[config.mk]
export PLATFORM = sky130hd
export DESIGN_NAME = player_move_ctrl_flat
export DESIGN_NICKNAME = d
export VERILOG_FILES = /design/src/rtl/player_move_ctrl_pkg.sv /design/src/rtl/player_move_ctrl_if.sv /design/src/rtl/player_move_ctrl_dir_sync.sv /design/src/rtl/player_move_ctrl.sv /design/src/flat_wrapper.sv
export SDC_FILE = /design/constraint.sdc
export NUM_CORES = 1
export LEC_CHECK = 0
export ABC_AREA = 1
export CORE_MARGIN = 2
export CORE_UTILIZATION = 60
export DETAILED_ROUTE_END_ITERATION = 6
export GPL_TIMING_DRIVEN = 0
export PLACE_DENSITY_LB_ADDON = 0.1
export SETUP_SLACK_MARGIN = 0.5
export SLEW_MARGIN = 20
export SYNTH_ARGS = -nofsm -noshare
export SYNTH_HDL_FRONTEND = slang
export SYNTH_SLANG_ARGS = --single-unit
export TNS_END_PERCENT = 10
[constraint.sdc]
create_clock -name clk -period 6.5 [get_ports clk]
set_input_delay 0.65 -clock clk [delete_from_list [all_inputs] [get_ports clk]]
set_output_delay 0.65 -clock clk [all_outputs]
set_load 0.05 [all_outputs]
[src/rtl/player_move_ctrl_pkg.sv]
// Shared types and screen geometry for the player movement controller.
// Direction codes double as bit indices into the synchronized input vector {right,left,down,up}.
package momentum_pkg;

  localparam int SPRITE_W = 10;
  localparam int SPRITE_H = 10;
  localparam int SCREEN_W = 320;
  localparam int SCREEN_H = 240;

  typedef enum logic [2:0] {
    INIT_DRAW,
    IDLE,
    MOVE,
    REQ,
    HOLD
  } state_t;

  typedef enum logic [1:0] {
    DIR_UP    = 2'd0,
    DIR_DOWN  = 2'd1,
    DIR_LEFT  = 2'd2,
    DIR_RIGHT = 2'd3
  } dir_t;

endpackage

[src/rtl/player_move_ctrl_if.sv]
// Controller-to-drawer link: position/erase coordinates plus a level request answered by a done pulse.
// master = movement controller, slave = sprite drawer.
interface player_move_ctrl_if #(
  parameter int POS_W = 11
);
  logic             draw_req;
  logic             draw_done;
  logic [POS_W-1:0] pos_x;
  logic [POS_W-1:0] pos_y;
  logic [POS_W-1:0] prev_x;
  logic [POS_W-1:0] prev_y;

  modport master (
    output draw_req, pos_x, pos_y, prev_x, prev_y,
    input  draw_done
  );

  modport slave (
    input  draw_req, pos_x, pos_y, prev_x, prev_y,
    output draw_done
  );
endinterface

[src/rtl/player_move_ctrl_dir_sync.sv]
// Two-flop synchronizer for the four direction levels followed by an up>down>left>right encoder.
// Latency: two clk edges from raw input to lvl/valid/dir; no backpressure.
module dir_sync
  import momentum_pkg::*;
(
  input  logic       clk,
  input  logic       reset,
  input  logic       dir_up,
  input  logic       dir_down,
  input  logic       dir_left,
  input  logic       dir_right,
  output logic [3:0] lvl,
  output logic       valid,
  output dir_t       dir
);

  logic [3:0] meta;
  logic [3:0] sync;

  always_ff @(posedge clk) begin
    if (reset) begin
      meta <= '0;
      sync <= '0;
    end else begin
      meta <= {dir_right, dir_left, dir_down, dir_up};
      sync <= meta;
    end
  end

  assign lvl   = sync;
  assign valid = |sync;

  always_comb begin
    dir = DIR_RIGHT;
    if (sync[DIR_UP])
      dir = DIR_UP;
    else if (sync[DIR_DOWN])
      dir = DIR_DOWN;
    else if (sync[DIR_LEFT])
      dir = DIR_LEFT;
  end

endmodule

[src/rtl/player_move_ctrl.sv]
// Grid-stepped player position with one redraw request per move; raw press to pos/draw_req in 4 edges.
// draw_req holds pos/prev frozen until draw_done; define HOLD_REPEAT_EN for auto-repeat while held.
module player_move_ctrl
  import momentum_pkg::*;
#(
  parameter int POS_W         = 11,
  parameter int STEP          = SPRITE_W,
  parameter int X_MAX         = SCREEN_W - SPRITE_W,
  parameter int Y_MAX         = SCREEN_H - SPRITE_H,
  parameter int X_INIT        = 0,
  parameter int Y_INIT        = 0,
  parameter int REPEAT_CYCLES = 25_000_000
) (
  input  logic                clk,
  input  logic                reset,
  input  logic                dir_up,
  input  logic                dir_down,
  input  logic                dir_left,
  input  logic                dir_right,
  player_move_ctrl_if.master  drw
);

  state_t           state;
  state_t           state_nxt;
  dir_t             dir_q;
  dir_t             dir_win;
  logic             dir_vld;
  logic [3:0]       dir_lvl;
  logic [POS_W-1:0] pos_x;
  logic [POS_W-1:0] pos_y;
  logic [POS_W-1:0] prev_x;
  logic [POS_W-1:0] prev_y;
  logic [POS_W-1:0] step_x;
  logic [POS_W-1:0] step_y;
  logic             at_wall;
  logic             held;
  logic             rpt_fire;
  logic             draw_req;

  dir_sync u_dir_sync (
    .clk       (clk),
    .reset     (reset),
    .dir_up    (dir_up),
    .dir_down  (dir_down),
    .dir_left  (dir_left),
    .dir_right (dir_right),
    .lvl       (dir_lvl),
    .valid     (dir_vld),
    .dir       (dir_win)
  );

  // Bounds are checked before adding/subtracting so the unsigned result never wraps.
  always_comb begin
    step_x = pos_x;
    step_y = pos_y;
    case (dir_q)
      DIR_UP:    step_y = (pos_y >= POS_W'(STEP))          ? pos_y - POS_W'(STEP) : '0;
      DIR_DOWN:  step_y = (pos_y <= POS_W'(Y_MAX - STEP))  ? pos_y + POS_W'(STEP) : POS_W'(Y_MAX);
      DIR_LEFT:  step_x = (pos_x >= POS_W'(STEP))          ? pos_x - POS_W'(STEP) : '0;
      DIR_RIGHT: step_x = (pos_x <= POS_W'(X_MAX - STEP))  ? pos_x + POS_W'(STEP) : POS_W'(X_MAX);
      default:   ;
    endcase
    at_wall = (step_x == pos_x) && (step_y == pos_y);
  end

  assign held = dir_lvl[dir_q];

`ifdef HOLD_REPEAT_EN
  localparam int CNT_W = (REPEAT_CYCLES > 1) ? $clog2(REPEAT_CYCLES) : 1;
  logic [CNT_W-1:0] rpt_cnt;

  always_ff @(posedge clk) begin
    if (reset || (state != HOLD) || (state_nxt != HOLD))
      rpt_cnt <= '0;
    else
      rpt_cnt <= rpt_cnt + CNT_W'(1);
  end

  assign rpt_fire = (rpt_cnt == CNT_W'(REPEAT_CYCLES - 1));
`else
  assign rpt_fire = 1'b0;
`endif

  always_comb begin
    state_nxt = state;
    case (state)
      INIT_DRAW: if (drw.draw_done) state_nxt = IDLE;
      IDLE:      if (dir_vld) state_nxt = MOVE;
      MOVE:      state_nxt = at_wall ? HOLD : REQ;
      REQ:       if (drw.draw_done) state_nxt = HOLD;
      HOLD: begin
        // Release of the latched direction wins; another held direction is picked up from IDLE.
        if (!held)
          state_nxt = IDLE;
        else if (rpt_fire)
          state_nxt = MOVE;
      end
      default:   state_nxt = IDLE;
    endcase
  end

  always_ff @(posedge clk) begin
    if (reset) begin
      state    <= INIT_DRAW;
      dir_q    <= DIR_UP;
      pos_x    <= POS_W'(X_INIT);
      pos_y    <= POS_W'(Y_INIT);
      prev_x   <= POS_W'(X_INIT);
      prev_y   <= POS_W'(Y_INIT);
      draw_req <= 1'b0;
    end else begin
      state    <= state_nxt;
      draw_req <= (state_nxt == INIT_DRAW) || (state_nxt == REQ);
      if ((state == IDLE) && dir_vld)
        dir_q <= dir_win;
      if ((state == MOVE) && !at_wall) begin
        prev_x <= pos_x;
        prev_y <= pos_y;
        pos_x  <= step_x;
        pos_y  <= step_y;
      end
    end
  end

  assign drw.draw_req = draw_req;
  assign drw.pos_x    = pos_x;
  assign drw.pos_y    = pos_y;
  assign drw.prev_x   = prev_x;
  assign drw.prev_y   = prev_y;

endmodule
[src/flat_wrapper.sv]
// flat-port wrapper written by rule: the top's interface ports become plain ports
module player_move_ctrl_flat import momentum_pkg::*;
#(
  parameter int POS_W         = 11,
  parameter int STEP          = SPRITE_W,
  parameter int X_MAX         = SCREEN_W - SPRITE_W,
  parameter int Y_MAX         = SCREEN_H - SPRITE_H,
  parameter int X_INIT        = 0,
  parameter int Y_INIT        = 0,
  parameter int REPEAT_CYCLES = 25_000_000
)
  (clk, reset, dir_up, dir_down, dir_left, dir_right, drw_draw_req, drw_pos_x, drw_pos_y, drw_prev_x, drw_prev_y, drw_draw_done);
  player_move_ctrl_if #(.POS_W(POS_W)) drw_i ();
  input  logic clk;
  input  logic reset;
  input  logic dir_up;
  input  logic dir_down;
  input  logic dir_left;
  input  logic dir_right;
  output wire logic [$bits(drw_i.draw_req)-1:0] drw_draw_req;
  output wire logic [$bits(drw_i.pos_x)-1:0] drw_pos_x;
  output wire logic [$bits(drw_i.pos_y)-1:0] drw_pos_y;
  output wire logic [$bits(drw_i.prev_x)-1:0] drw_prev_x;
  output wire logic [$bits(drw_i.prev_y)-1:0] drw_prev_y;
  input wire logic [$bits(drw_i.draw_done)-1:0] drw_draw_done;
  assign drw_draw_req = drw_i.draw_req;
  assign drw_pos_x = drw_i.pos_x;
  assign drw_pos_y = drw_i.pos_y;
  assign drw_prev_x = drw_i.prev_x;
  assign drw_prev_y = drw_i.prev_y;
  assign drw_i.draw_done = drw_draw_done;
  player_move_ctrl #(.POS_W(POS_W), .STEP(STEP), .X_MAX(X_MAX), .Y_MAX(Y_MAX), .X_INIT(X_INIT), .Y_INIT(Y_INIT), .REPEAT_CYCLES(REPEAT_CYCLES)) u_core (.clk(clk), .reset(reset), .dir_up(dir_up), .dir_down(dir_down), .dir_left(dir_left), .dir_right(dir_right), .drw(drw_i));
endmodule
==> impl_summary.txt <==
----------------------------------------------------
[Logic synthesis]
  Gate count of the mapped netlist ... 663
  Most common cell in the synthesized netlist ... nand2_1
  Mean cell area of the mapped netlist ... 5.96 um2
  Biggest area consumer among synthesized cells ... dfxtp_1
  Portion of the post-synthesis area used by sequential elements ... 29.4%
  Area contributors post-synth ... dfxtp_1 (29%), nand2_1 (14%), nor2_1 (14%), inv_1 (6.5%), nand3_1 (5.7%)
  Primary flip-flop cell chosen by synthesis mapping ... dfxtp_1
  Top post-synthesis cells by count ... nand2_1 (150), nor2_1 (144), inv_1 (68), dfxtp_1 (58), nand3_1 (45)
  Share of synthesized flip-flops with an asynchronous set or reset ... 0%
  Post-synth EDFFs ... 0
  Area share of the leading cell type in the synthesized netlist ... 29.4%
  Number of distinct standard cells referenced by the synthesized netlist ... 33
  Post-synthesis cell area ... 3950 um2
  Yosys warns ... 0
  Seq cells post-synth ... 58
  Net count of the mapped netlist ... 676

[Floorplan]
  Number of core rows ... 29
  Die span in y ... 85.1 um
  Initial core utilization ... 62.2%
  Count of pins on the block boundary ... 52
  Core Box Area ... 6350 um2
  Total Die Area ... 7250 um2
  Horizontal die dimension ... 85.1 um

[STA]
  # setup viols final ... 0
  Sum of negative setup slack ... 0 ns
  Clock skew ... 0.0126 ns
  Slew of the pin with the lowest slew margin ... 0.630 ns
  Period Utilization, post-route ... 51.0%
  Time the final worst path needs with I/O delays and setup ... 3.31 ns
  Slew Viols, Final ... 0
  Hold Violations, Final ... 0
  RSZ-0062 raised after global routing ... false
  Fmax ... 302 MHz
  Worst relative slew slack ... 58.0%

[Worst setup path]
  WP buf/inv ... 5
  Data arrival time of the critical path ... 3.55 ns
  Crit path max-delay family ... simple AND/OR/NAND/NOR gates
  Crit path top cell by count ... nand2_1
  Biggest cell delay along the critical path ... 0.41 ns
  Required time at the worst-slack endpoint ... 6.74 ns
  Crit Path Max Fanout ... 10
  Cell with the biggest individual delay on the critical path ... dfxtp_1
  Class of the most critical setup path ... flop to flop
  Sort of element at the start of the critical path ... flop
  Kind of end point of the critical path ... flop
  Critical path cell sequence ... buf_2 -> inv_1 -> ha_1 -> inv_1 -> nand2_1 -> nand2_2 -> nor2_4 -> nand2_1 -> nand3_1 -> nand2_1 -> nand3_1 -> nand2_1 -> nand2_1 -> nor2_1 -> nand2_1 -> nor2_1 -> nand3_1 -> nand2_2 -> buf_6 -> buf_6 -> nand2_1 -> nand2_1 -> nor2_1

[Placed design]
  Total half-perimeter wirelength after legalization and detailed placement ... 8.87 mm
  Routability congestion estimate ... 0.957
  IO Port Bufs ... 51

[Power]
  Total power draw ... 1.45 mW
  Cell Pwr Density ... 303 nW/um2
  VDD IR max ... 207 uV
  Leakage Power ... 2.28 nW

[Drt]
  DR iter-0 viols ... 398
  Routed vias/inst ... 5.67
  Post-DRT Antenna Nets ... 0
  Wirelength per Cell ... 14.9 um
  DR DRC count ... 0
  Number of detailed-route iterations in the first pass ... 5
  Post-detailed-routing wire length ... 12.0 mm
  Number of vias after detailed routing ... 4579

[Clock tree]
  Number of clock sinks seen by CTS ... 58
  CTS tree ... done
  CTS clock-pin slew for the worst setup and hold paths ... 0.07 ns
  TritonCTS buffer count ... 9
  Post-CTS setup buffer count ... 0
  Clock latency on the worst-skew pair ... 0.35 ns
  Buffer depth of the longest clock path ... 2
  Number of hold buffers added after cts ... 0
  Number of H-tree branching levels ... 3
  Count of instances resized after the clock tree is built ... 0
  CTS root buffer ... clkbuf_8

[Run status]
  Run status ... finished, final reports clean

[Cells and area]
  Layout cells sized above 1 ... 9.86%
  Final net count ... 738
  Area Growth Syn to Fin ... 21.1%
  Antenna cell count ... 0
  Count of filler cells inserted in the layout ... 533

[Global routing]
  First-pass GRT wire length ... 20.2 mm
  Number of global-route vias before repair ... 4325
  Maximum number of pins on one net before global-route repair ... 12
  Total global routing overflow ... 0
  Overall fraction of global-route tracks in use ... 34.8%
  Initial antenna violation count ... 0

[Min path]
  Worst min path class ... flop to flop

[Run]
  Number of maximum-capacitance violations ... 0

----------------------------------------------------
[layer usage]
metal	up-vias	part of all wire, %	GRT usage [%]
li1	2227	-	-
met1	2065	40	43.4
met2	241	46	56.4
met3	46	9.8	7.88
met4	0	3.9	17.6
met5	-	0	0
[registers in the layout (all words and copies together), names as in the netlist]
name / cells
u_core.dir_q: 2
u_core.drw.draw_req: 1
u_core.drw.pos_x: 11
u_core.drw.pos_y: 11
u_core.drw.prev_x: 11
u_core.drw.prev_y: 11
u_core.state: 3
u_core.u_dir_sync.lvl: 4
u_core.u_dir_sync.meta: 4
[cell type report]
type | instances | area [um2] | area share (%)
buffer | 32 | 189 | 3.95
clock buffer | 10 | 138 | 2.88
clock inverter | 6 | 88.8 | 1.86
inverter | 82 | 308 | 6.44
multi-input combinational | 491 | 2290 | 47.9
sequential | 58 | 1160 | 24.3
tap | 77 | 96.3 | 2.01
timing repair buffer | 51 | 510 | 10.7
[power by group]
part           internal, mW  total, mW  switching (mW)
clock                 0.227      0.392           0.165
combinational         0.210      0.639           0.429
sequential            0.387      0.416          0.0294
[layout by cell type, fill, tap and decap left out, types with 8 or more instances in the layout]
| cell | instances |
|---|---|
| o21ai_1 | 18 |
| nand3_1 | 45 |
| clkbuf_1 | 8 |
| nor2_1 | 144 |
| a21oi_1 | 24 |
| nand4_1 | 21 |
| inv_2 | 11 |
| inv_1 | 68 |
| dfxtp_1 | 58 |
| o21ai_0 | 40 |
| clkdlybuf4s50_1 | 51 |
| clkbuf_8 | 10 |
| nand2_1 | 150 |
| buf_2 | 15 |
[tightest hold or removal path: cells and delay by family (launching register included)]
family / cells / cell delay, ns
flip-flops: 1 / 0.30
AND/OR/NAND/NOR: 1 / 0.03
buffers and inverters: 1 / 0.04
[through the flow]
step	utilization [%]	setup WS (ns)	hold WS [ns]	instances	area, um2
2_1_floorplan	-	3.58	0.388	663	3950
3_3_place_gp	71.7	3.35	0.392	791	4560
3_5_place_dp	71.7	3.32	0.395	791	4560
4_1_cts	75.3	3.29	0.412	807	4780
5_1_grt	75.3	2.92	0.421	807	4780
6_report	75.3	3.19	0.411	807	4780
[cell families (layout without fill, tap and decap cells)]
group | after synthesis | count (layout) | synth area share [%]
adder cells (fa/ha/maj) | 6 | 6 | 1.90
buffers and inverters | 114 | 181 | 12.6
flip-flops | 58 | 58 | 29.4
XOR/XNOR | 8 | 8 | 1.77
AND/OR/NAND/NOR | 388 | 388 | 42.6
AO/OA/AOI/OAI | 89 | 89 | 11.7
[worst paths after layout]
kind | slack, ns | end | depth (start not counted) | from
worst max-delay path | 3.19 | u_core.drw.pos_y[2]$_SDFFE_PP0P_ | 23 | u_core.drw.pos_x[1]$_SDFFE_PP0P_
worst min-delay path | 0.41 | u_core.u_dir_sync.lvl[0]$_SDFF_PP0_ | 2 | u_core.u_dir_sync.meta[0]$_SDFF_PP0_
worst max register to register | 3.19 | u_core.drw.pos_y[2]$_SDFFE_PP0P_ | 23 | u_core.drw.pos_x[1]$_SDFFE_PP0P_
worst min register to register | 0.41 | u_core.u_dir_sync.lvl[0]$_SDFF_PP0_ | 2 | u_core.u_dir_sync.meta[0]$_SDFF_PP0_
Note: power is estimated with default switching activity, not from simulation.
